**src/rtl/garbage_inserter.sv**
```systemverilog
// garbage_inserter
//   Pushes up to MAX_LINES garbage rows in at the bottom of the playfield,
//   one row per clock, shifting the stack up toward row 0. Used in versus
//   mode to apply lines sent by the opponent; sits between the lock/clear
//   sequence and the field register. Rows shifted past row 0 are discarded,
//   and topped_out is raised if any of them held an occupied cell.
//
//   Field layout: f[row][col][2:0]. Row 0 is the top row and row
//   FIELD_VERTICAL-1 is the bottom row. An empty cell is 3'b111.
//
// Ports
//   clk          in   1        system clock, rising edge
//   reset_n      in   1        asynchronous reset, active low
//   start        in   1        level request; held high until done is seen
//   f            in   field    field snapshot, sampled on load
//   lines        in   3        rows to insert, sampled on load
//   hole_col     in   4        empty column of the garbage rows, sampled on load
//   f_out        out  field    working/result field
//   lines_added  out  3        rows inserted so far in this request
//   busy         out  1        high while shifting
//   done         out  1        high once the request has completed
//   topped_out   out  1        sticky: an occupied row left the top this request

module garbage_inserter #(
  parameter logic [2:0] GARBAGE_CELL     = 3'b000,
  parameter int         MAX_LINES        = 4,
  parameter int         FIELD_VERTICAL   = 22,
  parameter int         FIELD_HORIZONTAL = 10
) (
  input  logic                                                 clk,
  input  logic                                                 reset_n,
  input  logic                                                 start,
  input  logic [FIELD_VERTICAL-1:0][FIELD_HORIZONTAL-1:0][2:0] f,
  input  logic [2:0]                                           lines,
  input  logic [3:0]                                           hole_col,
  output logic [FIELD_VERTICAL-1:0][FIELD_HORIZONTAL-1:0][2:0] f_out,
  output logic [2:0]                                           lines_added,
  output logic                                                 busy,
  output logic                                                 done,
  output logic                                                 topped_out
);

  localparam logic [2:0] EMPTY_CELL = 3'b111;

  typedef enum logic [1:0] {
    IDLE  = 2'd0,
    SHIFT = 2'd1,
    DONE  = 2'd2
  } state_t;

  state_t state_q, state_d;

  logic [FIELD_VERTICAL-1:0][FIELD_HORIZONTAL-1:0][2:0] f_d;
  logic [FIELD_HORIZONTAL-1:0][2:0]                     garbage_row;
  logic [2:0] rem_q, rem_d;
  logic [3:0] hole_q, hole_d;
  logic [2:0] added_d;
  logic       topped_d;
  logic [2:0] lines_clamped;
  logic [3:0] hole_eff;
  logic       row0_occupied;

  // Request size clamped to MAX_LINES; an out-of-range hole column folds to 0.
  assign lines_clamped = (lines > 3'(MAX_LINES)) ? 3'(MAX_LINES) : lines;
  assign hole_eff      = (int'(hole_col) >= FIELD_HORIZONTAL) ? '0 : hole_col;

  // Row 0 is occupied unless every cell is the empty code (all ones).
  assign row0_occupied = (f_out[0] != '1);

  always_comb begin
    garbage_row = '0;
    for (int unsigned c = 0; c < FIELD_HORIZONTAL; c++) begin
      garbage_row[c] = (c == 32'(hole_q)) ? EMPTY_CELL : GARBAGE_CELL;
    end
  end

  always_comb begin
    state_d  = state_q;
    f_d      = f_out;
    rem_d    = rem_q;
    hole_d   = hole_q;
    added_d  = lines_added;
    topped_d = topped_out;

    unique case (state_q)
      IDLE: begin
        if (start) begin
          f_d      = f;
          added_d  = '0;
          topped_d = 1'b0;
          rem_d    = lines_clamped;
          hole_d   = hole_eff;
          state_d  = (lines_clamped != '0) ? SHIFT : DONE;
        end
      end

      SHIFT: begin
        // Dropping start aborts before the shift on this edge, so an abort
        // coinciding with the last row leaves that row un-inserted.
        if (!start) begin
          state_d = IDLE;
        end else begin
          f_d     = {garbage_row, f_out[FIELD_VERTICAL-1:1]};
          added_d = lines_added + 3'd1;
          rem_d   = rem_q - 3'd1;
          if (row0_occupied) begin
            topped_d = 1'b1;
          end
          if (rem_q == 3'd1) begin
            state_d = DONE;
          end
        end
      end

      DONE: begin
        if (!start) begin
          state_d = IDLE;
        end
      end

      default: begin
        state_d = IDLE;
      end
    endcase
  end

  always_ff @(posedge clk or negedge reset_n) begin
    if (!reset_n) begin
      state_q     <= IDLE;
      f_out       <= '1;
      rem_q       <= '0;
      hole_q      <= '0;
      lines_added <= '0;
      topped_out  <= 1'b0;
    end else begin
      state_q     <= state_d;
      f_out       <= f_d;
      rem_q       <= rem_d;
      hole_q      <= hole_d;
      lines_added <= added_d;
      topped_out  <= topped_d;
    end
  end

  assign busy = (state_q == SHIFT);
  assign done = (state_q == DONE);

endmodule
```
**config.mk**
```make
export PLATFORM = sky130hd
export DESIGN_NAME = garbage_inserter
export DESIGN_NICKNAME = d
export VERILOG_FILES = /design/src/rtl/garbage_inserter.sv
export SDC_FILE = /design/constraint.sdc
export NUM_CORES = 2
export LEC_CHECK = 0
export BUFFER_PORTS_ARGS = -buffer_cell sky130_fd_sc_hd__buf_2
export CAP_MARGIN = 15
export CORE_AREA = 2 2 527 529
export CTS_CLUSTER_SIZE = 25
export DETAILED_ROUTE_END_ITERATION = 6
export DIE_AREA = 0 0 529 531
export PLACE_DENSITY = 0.31
export SLEW_MARGIN = 30
export SYNTH_ARGS = -nofsm -noshare
export SYNTH_HDL_FRONTEND = slang
export SYNTH_SLANG_ARGS = --single-unit
```
**constraint.sdc**
```tcl
create_clock -name clk -period 3.1 [get_ports clk]
set_input_delay 0.155 -clock clk [delete_from_list [all_inputs] [get_ports clk]]
set_output_delay 0.155 -clock clk [all_outputs]
set_load 0.05 [all_outputs]
```
Yosys cells after proc, flatten, opt, wreduce, memory -nomap -nowiden
Cells that the tools add are included.
{ "word_totals": {"register_bits": 673, "in_bits": 670, "out_inout_bits": 666, "elab_cells": 286} }
{ "op_classes": {"n_addsub": 2, "n_lt_le_gt_ge": 2, "eq_ne": 18, "muxes": 31, "reduce_logical": 8} }
{ "ops": {"columns": ["op", "n"], "rows": [
  ["$mux 660", 2],
  ["$pmux 660 s2", 1],
  ["$mux 3", 15],
  ["$ne 30x30->1 const B", 1],
  ["$eq 3x4->1 const A", 4],
  ["$pmux 3 s2", 2],
  ["$mux 2", 5],
  ["$eq 2x4->1 const A", 2],
  ["$eq 4x4->1 const A", 2],
  ["$ne 2x2->1 const B", 3],
  ["$pmux 2 s3", 1],
  ["$reduce_and 3->1", 2],
  ["$eq 1x4->1 const A", 1],
  ["$ge 4x4->1 const B", 1],
  ["$logic_not 4->1", 1],
  ["$mux 4", 1],
  ["$reduce_and 4->1", 1],
  ["$add 3x1->3 const B", 1],
  ["$eq 3x1->1 const B", 1],
  ["$gt 3x3->1 const B", 1],
  ["$mux 1", 3],
  ["$ne 3x2->1 const B", 1],
  ["$reduce_bool 3->1", 1],
  ["$sub 3x1->3 const B", 1],
  ["other kinds (7)", 7]
]} }

Longest topological paths before layout
{ "logic_depth": {"word_depth": 6, "mapped_depth": 8, "ltp_nobuf": 5} }

Least setup slack after synthesis
OpenSTA, ideal clock, no wires.
{ "synth_timing": {"path_type": "reg2out", "start": "register state_q[0]", "end": "output done", "arrival_ns": 1.347, "required_ns": 2.945, "setup_slack_ns": 1.598, "path_stages_with_launch": 4, "n_path_buf": 2, "cell_sequence": "dfrtp_1 > buf_2 > buf_1 > nor2_1"} }
{ "synth_via": {"elab_chain_len": 1} }
{ "synth_lines": {"columns": ["element", "line_no", "text"], "rows": [
  ["from (decl)", "51", "state_t state_q, state_d;"],
  ["from (signal assigned)", "136", "state_q <= state_d;"],
  ["$eq 2x2->1", "146", "assign done = (state_q == DONE);"],
  ["to (decl)", "39", "output logic done,"]
]} }
Every way passes these cells.

Worst setup path in the final report
{ "layout_timing": {"start": "register state_q[1]", "end": "output busy"} }
{ "layout_via": {"elab_chain_len": 1} }
{ "layout_lines": {"columns": ["element", "line_no", "text"], "rows": [
  ["$eq 2x1->1", "145", "assign busy = (state_q == SHIFT);"],
  ["to (decl)", "38", "output logic busy,"]
]} }
Every way passes these cells.

==> reports/qor.yml <==
drt_iter0_drc: 2434
drc: 0
async_flop_share_pct: 100.0
die_x_um: 529
track_usage_pct: 16.11
synth_seq_cells: 673
coreArea_sq_um: 275300
tightest_slew_ns: 0.9756
fillCellCount: 31310
layout-drive-gt1-share_pct: 40.36
wl_per_cell_um: 25.76
critPathRequiredTime_ns: 2.94
power_density_nw_per_um2: 873.0
num_rows: 193
syn_avg_cell_area_sq_um: 8.651
htreeDepth: 3
crit_fanout: 25
cts_root_buf: "clkbuf_16"
critPathBufInv: 4
synth-edff-count: 0
dp_hpwl_mm: 191.0
worst-endpoint-arrival_ns: 2.64
hold_class: "in -> reg"
fin_crit_sh_pct: 90.08
die_h_um: 531
holdWs_ns: 0.1929
synth_cell_type_count: 33
clockBufferDepth: 3
synth.area.top_cells: "dfstp_2 56%, nand2_1 15%, a31oi_1 13%, nor2_1 7.6%, buf_2 3.8%"
cts_made_buffers: 95
setup_viol: 0
synth_warnings: 0
stdcell_count: 9211
ios: 1336
ant_nets: 0
insertion_delay_ns: 0.73
io_buffers: 1335
clk_pin_slew_ns: 0.06
maxSlewHeadroom_pct: 34.96
cts_tree: "yes"
vias: 34870
fin_util_pct: 18.82
synth_top_cell_by_area: "dfstp_2"
status: "completed"
finalCriticalPeriod_ns: 2.792
synth-seq-area-share_pct: 56.80
via_per_inst: 3.785
grt_max_degree: 107
final_nets: 6195
max_freq_mhz: 358.1
cts_resized: 0
path_cells: "buf_4 > nand2b_4 > inv_16 > buf_4 > buf_2"
finalSetupTns_ns: 0
endpoint_kind: "output port"
start_kind: "register"
routed_wl_mm: 237.3
synthToLayoutAreaGrowth_pct: 66.56
slowest_stage: "nand2b_4"
routabilityCongestion: 0.9176
rsz0062_at_grt: "no"
max_stage_delay_ns: 0.42
start_util_pct: 11.30
grt_pass1_vias: 35390
antenna_found_initial: 55
cap_violations: 0
synthMostInstantiatedCell: "nand2_1"
vdd_drop_max_mv: 0.3981
overflow: 0
syn_area_sq_um: 31100
crit_family: "buffers and inverters"
netlist.area_leader.share_pct: 55.76
skew_ns: 0.04686
power.leakage_nw: 22.30
syn_inst: 3595
worst-setup-path-type: "reg -> out"
grt_pass1_wl_mm: 313.2
cts_sinks: 673
placed_cells: 8352
finalMaxSlewViolations: 0
synth_ff_type: "dfstp_2"
syn_nets: 4268
yosys-top-cells-count: "1271 x nand2_1, 660 x dfstp_2, 632 x nor2_1, 630 x a31oi_1, 234 x buf_2"
firstDrtPassIters: 6
crit_top_cell: "buf_4"
hold_violations: 0
dieArea_sq_um: 280900
==> layout by cell type, fill, tap and decap left out, types with 2 or more instances in the layout <==
master	synthesis	layout
buf_12	0	32
nor2_1	632	632
nand4bb_1	2	2
nand4b_1	2	2
nor3_1	8	8
diode_2	0	19
dlygate4sd3_1	0	674
inv_16	0	3
dfstp_2	660	660
dfrtp_1	13	13
clkbuf_1	7	19
a21oi_1	4	4
clkinvlp_4	0	5
inv_1	5	5
nand2_1	1271	1271
nor4_1	5	4
inv_6	0	4
nand3_1	3	3
nand3b_1	3	3
a31oi_1	630	630
nand4_1	7	7
buf_2	234	1334
ha_1	3	3
clkbuf_8	0	23
nand2b_1	6	5
a221o_1	30	30
clkinv_2	0	9
clkbuf_16	0	96
o21ai_0	9	9
clkinv_16	0	3
nor3b_1	2	2
buf_4	37	77
==> layer usage <==
metal	vias up	share of wire, %	track usage [%]	routed length (um)
met5	-	0.028	0	66
met4	10	1.8	3.351	4299
met3	213	11	6.929	25420
met2	1362	45	25.35	106000
met1	17280	43	20.31	101500
li1	16000	-	-	-
==> kinds of logic (layout without fill, tap and decap cells) <==
group,after synthesis,in the layout,synth area share (%)
and+or+nand+nor,1946,1946,23.88
AOI/OAI and AO/OA,677,677,13.96
DFF,673,673,56.80
buffers and inverters,296,2286,5.234
adders and majority gates,3,3,0.1207
other,0,19,0
==> stage by stage <==
| stage | power, W | setup WS, ns | area, sq um |
|---|---|---|---|
| detailed placement | 0.03384 | 0.6934 | 41930 |
| finish | 0.04523 | 0.3075 | 51800 |
| global route | 0.04756 | 0.1185 | 51780 |
| global placement | 0.03383 | 0.6873 | 41930 |
| CTS | 0.04610 | 0.1308 | 51760 |
| floorplan | 0.02616 | 1.598 | 31100 |
==> cell type report <==
| type | instances | area (sq um) | area share (%) |
|---|---|---|---|
| Sequential cell | 673 | 17670 | 34.10 |
| Timing Repair Buffer | 2118 | 14660 | 28.29 |
| Multi-Input combinational cell | 2626 | 11830 | 22.84 |
| Tap cell | 3607 | 4513 | 8.712 |
| Clock buffer | 138 | 2790 | 5.386 |
| Clock inverter | 22 | 239.0 | 0.4613 |
| Antenna cell | 19 | 47.55 | 0.09178 |
| Inverter | 6 | 38.79 | 0.07487 |
| Timing Repair inverter | 2 | 17.52 | 0.03381 |
==> power by group <==
part           total [W]  switching, W  internal [W]
sequential        0.0156       0.00302        0.0126
clock             0.0110       0.00475       0.00624
combinational     0.0186        0.0144       0.00427
total             0.0452        0.0221        0.0231
==> path summary, 6_finish.rpt <==
kind                                        start  slack [ns]                endpoint  cells after the start
setup / recovery           state_q[1]$_DFFE_PN0P_        0.31                    busy                      5
hold / removal                             f[287]        0.19  f_out[287]$_DFFE_PN1P_                      4
setup reg to reg           state_q[1]$_DFFE_PN0P_        0.35  f_out[326]$_DFFE_PN1P_                      8
hold reg to reg            f_out[209]$_DFFE_PN1P_        0.48  f_out[179]$_DFFE_PN1P_                      2
max in group asynchronous                 reset_n        1.86  f_out[476]$_DFFE_PN1P_                      3
min in group asynchronous                 reset_n        0.55  f_out[255]$_DFFE_PN1P_                      2
==> state kept, by name, indices dropped and copies added (netlist names) <==
name         cells
f_out          660
hole_q           4
lines_added      3
rem_q            3
state_q          2
topped_out       1
==> worst reg2reg max path: stages, from the launching register on <==
cell      delay, ns
dfrtp_1        0.37
buf_4          0.18
nand2b_4       0.42
inv_16         0.26
buf_4          0.21
buf_4          0.33
buf_4          0.57
nand2_1        0.14
a31oi_1        0.21
==> timing repair <==
item | 4_1_cts | 5_1_grt
hold endpoints to repair | 708 | 0
hold buffers | 674 | 0
setup buffers | 4 | 0
setup endpoints to repair | 1 | 0
Note: power is estimated with default switching activity, not from simulation.
